**config.mk**
```make
export PLATFORM = sky130hd
export DESIGN_NAME = sync_fifo
export DESIGN_NICKNAME = d
export VERILOG_FILES = /design/src/rtl/fifo_mem.sv /design/src/rtl/sync_fifo.sv
export SDC_FILE = /design/constraint.sdc
export NUM_CORES = 1
export LEC_CHECK = 0
export CORE_MARGIN = 2
export CORE_UTILIZATION = 61
export CTS_CLUSTER_DIAMETER = 100
export DETAILED_ROUTE_END_ITERATION = 8
export PLACE_DENSITY = 0.86
export SLEW_MARGIN = 25
export SYNTH_ARGS = -nofsm -noshare
export SYNTH_HDL_FRONTEND = slang
export SYNTH_SLANG_ARGS = --single-unit
```
**constraint.sdc**
```tcl
create_clock -name clk -period 4.7 [get_ports clk]
set_clock_uncertainty 0.15 [all_clocks]
set_input_delay 0.705 -clock clk [delete_from_list [all_inputs] [get_ports clk]]
set_output_delay 0.705 -clock clk [all_outputs]
set_load 0.01 [all_outputs]
```
**src/rtl/fifo_mem.sv**
```systemverilog
// Simple dual-port RAM: one synchronous write port, one asynchronous read port.
// Write lands on the clock edge; read is combinational from raddr. No flow control.
module fifo_mem #(
    parameter int WIDTH      = 32,
    parameter int DEPTH      = 16,
    parameter int ADDR_WIDTH = $clog2(DEPTH)
) (
    input  logic                  clk,
    input  logic                  we,
    input  logic [ADDR_WIDTH-1:0] waddr,
    input  logic [WIDTH-1:0]      wdata,
    input  logic [ADDR_WIDTH-1:0] raddr,
    output logic [WIDTH-1:0]      rdata
);

    logic [WIDTH-1:0] mem [DEPTH];

    always_ff @(posedge clk) begin
        if (we) begin
            mem[waddr] <= wdata;
        end
    end

    assign rdata = mem[raddr];

endmodule

```
**src/rtl/sync_fifo.sv**
```systemverilog
// Single-clock FIFO with build-time standard (1-cycle registered) or show-ahead read.
// Writes while full and reads while empty are dropped without any state change.
module sync_fifo #(
    parameter int WIDTH     = 32,
    parameter int DEPTH     = 16,
    parameter int FWFT_MODE = 0
) (
    input  logic                       clk,
    input  logic                       rst,
    input  logic                       wr_en,
    input  logic [WIDTH-1:0]           wr_data,
    output logic                       full,
    input  logic                       rd_en,
    output logic [WIDTH-1:0]           rd_data,
    output logic                       empty,
    output logic [$clog2(DEPTH):0]     count
);

    localparam int ADDR_WIDTH = $clog2(DEPTH);
    localparam logic [ADDR_WIDTH:0] FULL_COUNT = (ADDR_WIDTH+1)'(DEPTH);

    logic [ADDR_WIDTH-1:0] wr_ptr;
    logic [ADDR_WIDTH-1:0] rd_ptr;
    logic [WIDTH-1:0]      head;
    logic                  wr_ok;
    logic                  rd_ok;

    // Gating uses the registered flags, so a full FIFO with both requests only reads.
    assign wr_ok = wr_en && !full;
    assign rd_ok = rd_en && !empty;
    assign full  = (count == FULL_COUNT);
    assign empty = (count == '0);

    always_ff @(posedge clk) begin
        if (rst) begin
            wr_ptr <= '0;
            rd_ptr <= '0;
            count  <= '0;
        end else begin
            if (wr_ok) begin
                wr_ptr <= wr_ptr + 1'b1;
            end
            if (rd_ok) begin
                rd_ptr <= rd_ptr + 1'b1;
            end
            case ({wr_ok, rd_ok})
                2'b10:   count <= count + 1'b1;
                2'b01:   count <= count - 1'b1;
                default: count <= count;
            endcase
        end
    end

    fifo_mem #(
        .WIDTH      (WIDTH),
        .DEPTH      (DEPTH),
        .ADDR_WIDTH (ADDR_WIDTH)
    ) u_mem (
        .clk   (clk),
        .we    (wr_ok),
        .waddr (wr_ptr),
        .wdata (wr_data),
        .raddr (rd_ptr),
        .rdata (head)
    );

    generate
        if (FWFT_MODE != 0) begin : g_fwft
            assign rd_data = empty ? '0 : head;
        end else begin : g_std
            logic [WIDTH-1:0] rd_data_q;

            always_ff @(posedge clk) begin
                if (rst) begin
                    rd_data_q <= '0;
                end else if (rd_ok) begin
                    rd_data_q <= head;
                end
            end

            assign rd_data = rd_data_q;
        end
    endgenerate

endmodule

```
# After elaboration in Yosys (flattened, before gate mapping)
# Memories as Yosys holds them, arrays and structs flattened. A register that Yosys moved wholly into a read port is not among the register bits.
# Cells that the tools add are included.
# classes
div_mod_pow	0
mux	3
n_eq_ne	3
magnitude_cmp	0
reduce_logical	6
n_shift	0
multipliers	0
add_sub_neg	4
bitwise	0
# op_table
operator	count
$pmux W5 S2	1
$add A4 B1 Y4 const B	2
$add A5 B1 Y5 const B	1
$eq A5 B5 Y1 const B	1
$logic_not A5 Y1	1
$sub A5 B1 Y5 const B	1
$eq A2 B1 Y1 const B	1
$eq A2 B2 Y1 const B	1
$logic_and A1 B1 Y1	2
$logic_not A1 Y1	2
$mux W1	2
$reduce_bool A2 Y1	1
# totals
latch_bits	0
mem_count	1
register_bits	13
inputBits	36
mem_bits_rw	512
rom_bits	0
output_inout_bits	39
# mem_list
memory	words	word_bits	rd	rd_ports_with_merged_regs	wr	line	rtl
u_mem.mem	16	32	1	1	1	fifo_mem.sv:16	logic [WIDTH-1:0] mem [DEPTH];

# Longest topological paths before layout
# Gate-level depths: netlist (run 1).
# logic_depth
depth_word	5
mapped_depth	11
ltp_nobuf	11

# Hierarchy
# A second synthesis (run 1) with hierarchy kept.
# unflattened
hier_cells	1023
area_unflattened_um2	21013.9
# modules_own_cells
module	area_per_inst_um2	cells_per_inst	instances	seq_area_each_um2
fifo_mem	19213.4	806	1	15374.7
sync_fifo	1800.5	217	1	900.9

# Worst setup path before layout (run 1)
# No wires, ideal clock.
# synth_timing
path_type	input to register
from	in wr_en
to	mem u_mem.mem[3][0], enable pin
path_slack_ps	498
stages	3
n_path_buf	0
arrival_time_ps	3591
setup_ps	461
cell_sequence	a21boi_1 -> nand2_1 -> nor3_1
# synth_between
elab_chain_len	3
# synth_lines
element	line	rtl
start, declared	sync_fifo.sv:10	input logic wr_en,
$logic_and A1 B1 Y1	sync_fifo.sv:29	assign wr_ok = wr_en && !full;
$mux W1	fifo_mem.sv:19	if (we) begin
$mux W1 (implied by the code)	fifo_mem.sv:20	mem[waddr] <= wdata;
end, declared	fifo_mem.sv:16	
# Every way passes these cells.

# Final worst setup path (run 1)
# layout_timing
from	reg count[0]
to	reg count[4]
# layout_between
elab_chain_len	5
elab_cells_between_ends	12
cone_classes	add/sub: 2; eq/ne: 3; mux: 1; reduce/logical: 6
# layout_lines
element	line	rtl
start, declared	sync_fifo.sv:16	output logic [$clog2(DEPTH):0] count
start signal, assigned	sync_fifo.sv:47	2'b10: count <= count + 1'b1;
start signal, assigned	sync_fifo.sv:48	2'b01: count <= count - 1'b1;
start signal, assigned	sync_fifo.sv:49	default: count <= count;
$logic_not A5 Y1 (*)	sync_fifo.sv:32	assign empty = (count == '0);
$logic_not A1 Y1 (*)	sync_fifo.sv:30	assign rd_ok = rd_en && !empty;
$logic_and A1 B1 Y1 (*)	sync_fifo.sv:30	
named net rd_ok	sync_fifo.sv:26	logic rd_ok;
$eq A2 B1 Y1 or $eq A2 B2 Y1 (tied branches)	sync_fifo.sv:46	case ({wr_ok, rd_ok})
$pmux W5 S2 or $reduce_bool A2 Y1 (tied branches)	--	
# The timed path passes the listed nets; every way through them passes the cells marked *.
# A chain may end at the register's enable or synchronous reset.

==> metrics, run 1 <==
maximum level of the CTS H-tree=2; end point of the worst hold path=rd_data[27]; largest net degree at the start of global routing=45; wire length on met2=25,700 um; Final Power=12,300 uW; total detailed-routing wirelength=48,300 um; Worst setup SP type=flop; final slew viol count=0; Final #Nets=1,117; vias in the first global route=10,917; TritonCTS clock tree=built; Worst-Skew Late Latency=570 ps; part of the Yosys area used for sequential elements=0.754; count of fill cells added during filler insertion=1,904; largest cells by area after synthesis=edfxtp_1 71%, mux4_2 13%, dfxtp_1 4.2%; Post-CTS Setup Bufs=0; number of standard cells after synthesis=956; sequential fraction of design power=0.481; number of nets still failing antenna checks after routing=0; Comb power frac=0.179; worst slack on hold paths=347 ps; number of flops mapped to enable cells by yosys=512; leakage power summed over all cells=0.00773 uW; worst reg2reg endpoint=count[4]; number of distinct standard cells referenced by the synthesized netlist=43; share of the synthesized area in the top cell type=0.712; delay-heaviest family, CP=simple AND/OR/NAND/NOR gates; unrepaired setup endpoints after global routing=no; FF-to-FF Start=count[0]; number of nets produced by synthesis=1,002; highest-count cells in the layout ignoring fill and taps=512 x edfxtp_1, 128 x mux4_2, 74 x clkdlybuf4s50_1; Clock Sink Count=557; most frequent cell on the critical path=ha_1; number of buffers inserted during clock tree synthesis=53; setup_tns=0 ps; first-pass GRT wire length=71,200 um; critical path buffer and inverter count=1; Max Cap Violations=0; post-cts gate resize count=0; cell breakdown of the critical path=or4_4, o21ai_4, inv_4, ha_1, ha_1, nor2b_1, o21ai_0, a21oi_1, or3b_1, mux2_2; Reg2Reg Setup Slack=1370 ps; worst max-slew margin expressed relative to the limit=0.348; ratio of cells with drive above 1 in the final layout=0.327; Overflow after GRT=0; peak ir drop on the vdd network=393 uV; CP endpoint kind=flop; worst-path fanout max=6; net switching power=3130 uW; highest attainable clock frequency=300 MHz; internal power=9160 uW; uppermost layer routed=met4; share of async-settable or async-resettable flops after synthesis=0; overall track demand over capacity in global routing=0.272; Die X-Extent=192 um; Crit Path Class=reg2reg; switching share of power=0.255; CP peak stage delay=580 ps; data required time at the worst endpoint=5010 ps; hold crit path type=reg2reg; final standard cell area without fillers=0.0249 mm^2; Setup-failing EPs final=0; die height=192 um; initial DRC count=981; hold path depth=2; clock share of power=0.340; area growth from synthesis to layout=15.2%; cell count of the worst reg-to-reg path=10; first-pass iteration count of the detailed router=5; final core utilization=0.716; root buffer cell=clkbuf_16; number of hold violations in the final report=0; number of remaining DRC errors=0; drt wl/cell=30.7 um; Avg Synthesized Cell Area=22.6 um^2; met3 wire len=2900 um; area of the mapped netlist=0.0216 mm^2; placed cell areas=0.0232 mm^2; antenna violations before repair=1; Starting Density=0.622; total I/O pin count=75; Total Die Area=0.0369 mm^2; core area=0.0347 mm^2; Period Utilization, post-route=0.708; Power Dens Cells=494 mW/mm^2; metal1 wirelength=17,600 um; Max Buffers Root-to-Sink=3; time the worst path needs with I/O delays and setup=3330 ps; row cnt=68; cell with the biggest individual delay on the critical path=or4_4; gp weighted congestion=0.771; hold_buf cts=0; transition time at the pin with the least slew margin=978 ps; flop and latch count out of synthesis=557; Port-buffer cells=74; dominant synthesized flop cell=edfxtp_1; CTS clock-pin slew for the worst setup and hold paths=60 ps; critical path arrival=3640 ps; most common library cell in the layout ignoring fill and taps=edfxtp_1; run status=finished, final reports clean; half-perimeter wire length after detailed placement=26,800 um; vias per cell=6.57; worst hold path startpoint=rd_data[27]; Yosys warning count=0; vias after detailed routing=10,324; Yosys top cell by area=edfxtp_1
[area by class of cell]
class / count / area, um^2 / area share
timing repair buffer: 110 / 1250 / 0.0504
clock inverter: 21 / 159 / 0.00639
antenna: 1 / 2.50 / 0.000101
clock buffer: 79 / 1550 / 0.0622
sequential: 557 / 16300 / 0.655
tap: 455 / 569 / 0.0229
multi-input combinational: 341 / 5020 / 0.202
inverter: 8 / 32.5 / 0.00131
[power by group through the flow]
stage	sequential, uW	clock (uW)	combinational, uW
2_1_floorplan	5940	0	1510
3_3_place_gp	6020	0	2090
3_5_place_dp	6010	0	2180
4_1_cts	5910	4220	2230
5_1_grt	5940	4390	2330
6_report	5910	4180	2200
[cell families after synthesis]
logic type,share of synthesized area
flip-flops,0.754
multiplexers,0.171
AO/OA/AOI/OAI,0.0340
buffers and inverters,0.0188
AND/OR/NAND/NOR,0.0129
adder cells (fa/ha/maj),0.00614
XOR/XNOR,0.00325
[metrics by stage]
| stage | instances | setup slack [ps] |
|---|---|---|
| finish | 1572 | 1370 |
| detailed placement | 1471 | 1200 |
| global placement | 1458 | 1280 |
| global route | 1572 | 1200 |
| floorplan | 956 | 498 |
| CTS | 1571 | 1370 |
[Yosys cell counts, drive strengths merged, types with 3 or more instances]
master and instances:
nor3 5, mux2 33, ha 9, xor2 5
edfxtp 512, nand2 8, nor2 28, a22oi 32
clkbuf 14, dfxtp 45, inv 8, nor2b 3
mux4 128, xnor2 3, a21oi 6, buf 36
mux2i 33, o21ai 34
[layer usage]
metal  track usage  vias up
met5             0        -
met2         0.481      505
met1         0.332     5459
met3        0.0470      129
li1              -     4231
met4         0.121        0
[registers in the layout, indices dropped and copies added, names as in the netlist]
register and cells:
rd_ptr 4, count 5, u_mem.mem 512, wr_ptr 4, rd_data 32
[worst max-delay path by stage]
stage,start,endpoint,depth (start not counted)
finish,count[0],count[4],10
global route,count[0],count[4],10
CTS,count[0],count[4],10
detailed placement,wr_en,count[4],11
global placement,wr_en,count[4],11
floorplan,wr_en,u_mem.mem[3][0],3
[tightest hold or removal path: cells and delay by family, from the launching register on]
family,cells,cell delay (ps)
compound gates,2,120
flops,1,340
Power figures use the tool's default switching activity.
==> inputs of run 2 (changes only) <==
CORE_UTILIZATION = 55   (was 61)
PLACE_DENSITY = 0.83   (was 0.86)
clock period = 2.8 ns   (was 4.7 ns; I/O delays follow)
==> metrics, run 2 (synthesis gave the netlist of run 1 again) <==
transition time at the pin with the least slew margin=602 ps; Period Utilization, post-route=0.983; Power Dens Cells=831 mW/mm^2; Setup-failing EPs final=0; total I/O pin count=75; Total Die Area=0.0408 mm^2; Starting Density=0.557; TritonCTS clock tree=built; worst-path fanout max=3; number of hold violations in the final report=0; vias in the first global route=10,897; final slew viol count=0; number of remaining DRC errors=0; critical path arrival=3080 ps; highest-count cells in the layout ignoring fill and taps=512 x edfxtp_1, 128 x mux4_2, 74 x clkdlybuf4s50_1; data required time at the worst endpoint=3130 ps; first-pass iteration count of the detailed router=4; diode count=0; row cnt=72; die height=202 um; largest net degree at the start of global routing=73; number of nets still failing antenna checks after routing=0; Worst-Skew Late Latency=590 ps; setup_tns=0 ps; Die X-Extent=202 um; half-perimeter wire length after detailed placement=24,600 um; unrepaired setup endpoints after global routing=yes; most common library cell in the layout ignoring fill and taps=edfxtp_1; maximum level of the CTS H-tree=2; register ranked first by flip-flop count=u_mem.mem; Final #Nets=1,148; Max Cap Violations=0; initial DRC count=744; hold crit path type=reg2reg; worst max-slew margin expressed relative to the limit=0.598; Crit Path Class=reg2reg; area growth from synthesis to layout=17.9%; peak ir drop on the vdd network=606 uV; first-pass GRT wire length=68,400 um; vias after detailed routing=10,193; hold_buf cts=0; Overflow after GRT=0; highest attainable clock frequency=363 MHz; time the worst path needs with I/O delays and setup=2750 ps; placed cell areas=0.0236 mm^2; antenna violations before repair=0; leakage power summed over all cells=0.00792 uW; Clock Sink Count=557; Max Buffers Root-to-Sink=3; root buffer cell=clkbuf_16; final standard cell area without fillers=0.0255 mm^2; core area=0.0387 mm^2; gp weighted congestion=0.764; ratio of cells with drive above 1 in the final layout=0.355; flip-flop count of the largest register, all copies and words added=512; Worst setup SP type=flop; Port-buffer cells=74; CP endpoint kind=flop; CTS clock-pin slew for the worst setup and hold paths=70 ps; number of buffers inserted during clock tree synthesis=51; count of fill cells added during filler insertion=2,388; overall track demand over capacity in global routing=0.230; drt wl/cell=27.4 um; run status=finished, final reports clean; vias per cell=6.13; total detailed-routing wirelength=45,500 um
## run 2: cell count changes in the layout (fill, tap and decap cells not counted), sizes merged
cell	change
buf	+33
bufinv	+8
clkbuf	-14
clkinv	-1
clkinvlp	+1
diode	-1
inv	+2
## run 2: timing repair
| item | CTS | global route |
|---|---|---|
| setup buffers | 2 | 1 |
| gates resized for setup | 4 | 4 |
| endpoints found under the setup margin | 1 | 1 |
| pin swaps | 5 | 0 |
## run 2: report_power, final
part	total, uW	internal (uW)	switching (uW)
registers	9820	9510	312
logic	3970	2100	1870
clock network	7370	4430	2930
total	21200	16000	5120
## run 2: layout make-up
cell class,instances,area [um^2],share of cell area
Tap cell,518,648,0.0255
Clock buffer,65,1390,0.0546
Multi-Input combinational cell,341,5110,0.201
Clock inverter,31,412,0.0162
Timing Repair Buffer,143,1570,0.0617
Sequential cell,557,16300,0.640
Inverter,8,32.5,0.00128
## run 2: worst max-delay path, stage by stage (launching register included)
cell	delay (ps)
dfxtp_2	330
or4_4	550
o21ai_4	170
inv_4	50
ha_4	170
ha_4	210
nor2b_2	160
o21ai_2	130
a21oi_1	70
or3b_1	380
mux2_2	270
## run 2: layer usage
| metal | vias up | part of all wire | GRT usage | routed length [um] |
|---|---|---|---|---|
| met4 | 0 | 0.027 | 0.0746 | 1250 |
| li1 | 4297 | - | - | - |
| met3 | 90 | 0.067 | 0.0450 | 3040 |
| met1 | 5374 | 0.38 | 0.295 | 17300 |
| met2 | 432 | 0.52 | 0.400 | 23900 |
| met5 | - | 0 | 0 | 0 |
## run 2: metrics by stage
stage / setup slack [ps] / hold WS [ps] / util / std cells / total power [uW]
after global routing: -37.8 / 382 / 0.657 / 1663 / 21900
after CTS: 25.0 / 346 / 0.656 / 1662 / 21300
after floorplan: -340 / 356 / - / 956 / 12500
final: 46.5 / 342 / 0.657 / 1663 / 21200
after detailed placement: -99.6 / 329 / 0.609 / 1564 / 13900
after global placement: -129 / 317 / 0.609 / 1564 / 13700
## run 2: final timing paths
path / slack [ps] / cells after the start / start / to
worst max-delay path: 50 / 10 / count[0] / count[4]
worst max register to register: 50 / 10 / count[0] / count[4]
worst min register to register: 340 / 2 / rd_data[3] / rd_data[3]
worst min-delay path: 340 / 2 / rd_data[3] / rd_data[3]
==> inputs of run 3 (changes only) <==
CORE_MARGIN = 10   (was 2)
TNS_END_PERCENT = 10   (was not set)
==> metrics, run 3 (synthesis gave the netlist of run 1 again) <==
peak ir drop on the vdd network=571 uV; worst setup slack after placement=-266 ps; die height=218 um; vias in the first global route=10,676; half-perimeter wire length after detailed placement=25,200 um; overall track demand over capacity in global routing=0.199; metal1 wirelength=18,000 um; core area=0.0387 mm^2; Setup-failing EPs final=1; source of the critical timing path=count[0]; drt wl/cell=28.0 um; Worst-Skew Late Latency=610 ps; Starting Density=0.557; hold_buf cts=0; Total Die Area=0.0476 mm^2; area occupied by multi-input gates=0.00513 mm^2; count of fill cells added during filler insertion=2,406; area growth from synthesis to layout=17.5%; Overflow after GRT=0; final standard cell area without fillers=0.0254 mm^2; Period Utilization, post-route=1.00; worst hold path startpoint=rd_data[2]; largest net degree at the start of global routing=80; first-pass GRT wire length=69,800 um; first-pass iteration count of the detailed router=5; most common library cell in the layout ignoring fill and taps=edfxtp_1; setup ws final=-8.84 ps; CTS clock-pin slew for the worst setup and hold paths=60 ps; violated checks=setup timing; run status=finished with violations; transition time at the pin with the least slew margin=937 ps; antenna violations before repair=1; final slew viol count=0; Final #Nets=1,145; gp weighted congestion=0.781; ratio of cells with drive above 1 in the final layout=0.351; register ranked first by flip-flop count=u_mem.mem; placed cell areas=0.0235 mm^2; critical path arrival=3140 ps; root buffer cell=clkbuf_16; register area=0.0163 mm^2; row cnt=72; Power Dens Cells=822 mW/mm^2; setup_tns=-8.84 ps; Worst setup SP type=flop; Max Buffers Root-to-Sink=3; Clock Sink Count=557; wire length on met2=24,500 um; worst-path fanout max=3; uppermost layer routed=met4; final core utilization=0.654; hold crit path type=reg2reg; FF-to-FF Start=count[0]; CP endpoint kind=flop; number of hold violations in the final report=0; vias per cell=6.12; flip-flop count of the largest register, all copies and words added=512; highest-count cells in the layout ignoring fill and taps=512 x edfxtp_1, 128 x mux4_2, 74 x clkdlybuf4s50_1; Max Cap Violations=0; Port-buffer cells=74; unrepaired setup endpoints after global routing=yes; time the worst path needs with I/O delays and setup=2810 ps; maximum level of the CTS H-tree=2; worst max-slew margin expressed relative to the limit=0.376; number of remaining DRC errors=0; total I/O pin count=75; number of buffers inserted during clock tree synthesis=54; data required time at the worst endpoint=3130 ps; initial DRC count=1,006; total detailed-routing wirelength=46,500 um; highest attainable clock frequency=356 MHz; TritonCTS clock tree=built; Crit Path Class=reg2reg; leakage power summed over all cells=0.00785 uW; number of nets still failing antenna checks after routing=0; met3 wire len=3040 um; vias after detailed routing=10,157; Die X-Extent=218 um; diode count=0
[run 3: changes by cell type in the layout (fill, tap and decap cells not counted), moves of 2 or more]
| cell | previous run | this run |
|---|---|---|
| inv_2 | 0 | 2 |
| clkbuf_8 | 6 | 1 |
| clkinv_2 | 8 | 12 |
| clkbuf_1 | 8 | 10 |
| buf_4 | 44 | 36 |
| clkbuf_16 | 51 | 54 |
| inv_6 | 3 | 1 |
| inv_1 | 7 | 5 |
| bufinv_16 | 10 | 4 |
| buf_12 | 25 | 27 |
| dfxtp_2 | 3 | 1 |
| dfxtp_1 | 39 | 41 |
| clkinv_1 | 8 | 11 |
[run 3: where the power goes]
part / total [uW] / leakage, uW / internal, uW / switching (uW)
Clock: 6970 / 0.000835 / 3950 / 3020
Combinational: 4100 / 0.00202 / 2120 / 1980
Sequential: 9770 / 0.00499 / 9510 / 264
[run 3: stage by stage]
stage | hold slack [ps] | total power [uW] | instances
after floorplan | 356 | 12500 | 956
after global placement | 312 | 13700 | 1556
after detailed placement | 332 | 13900 | 1556
after CTS | 346 | 21000 | 1659
after global routing | 369 | 21600 | 1659
final | 339 | 20800 | 1659
[run 3: routing by layer]
| metal | vias up | global-route usage |
|---|---|---|
| li1 | 4276 | - |
| met1 | 5402 | 0.254 |
| met2 | 410 | 0.339 |
| met3 | 69 | 0.0396 |
| met4 | 0 | 0.0599 |
| met5 | - | 0 |
[run 3: what timing repair did]
item,CTS,global route
pin swaps,8,5
setup buffers,5,0
resized for setup,14,4
setup endpoints to repair,1,1
[run 3: path summary, 6_finish.rpt]
check	end	slack, ps	depth (start not counted)
worst min-delay path	rd_data[2]	340	2
worst max register to register	count[4]	-9	10
worst max-delay path	count[4]	-9	10
worst min register to register	rd_data[2]	340	2
[run 3: final cells by class]
type                       count  area share
sequential                   557       0.642
timing repair buffer         137      0.0612
tap                          518      0.0256
clock inverter                33      0.0120
inverter                       8     0.00128
multi-input combinational    341       0.202
clock buffer                  65      0.0553
[run 3: critical path: stages (launching register included)]
cell and delay (ps):
dfxtp_1 310, or4_4 560, o21ai_4 180, inv_4 50, ha_4 180, ha_4 210, nor2b_4 120, o21ai_2 170
a21oi_2 80, or3b_4 380, mux2_4 300
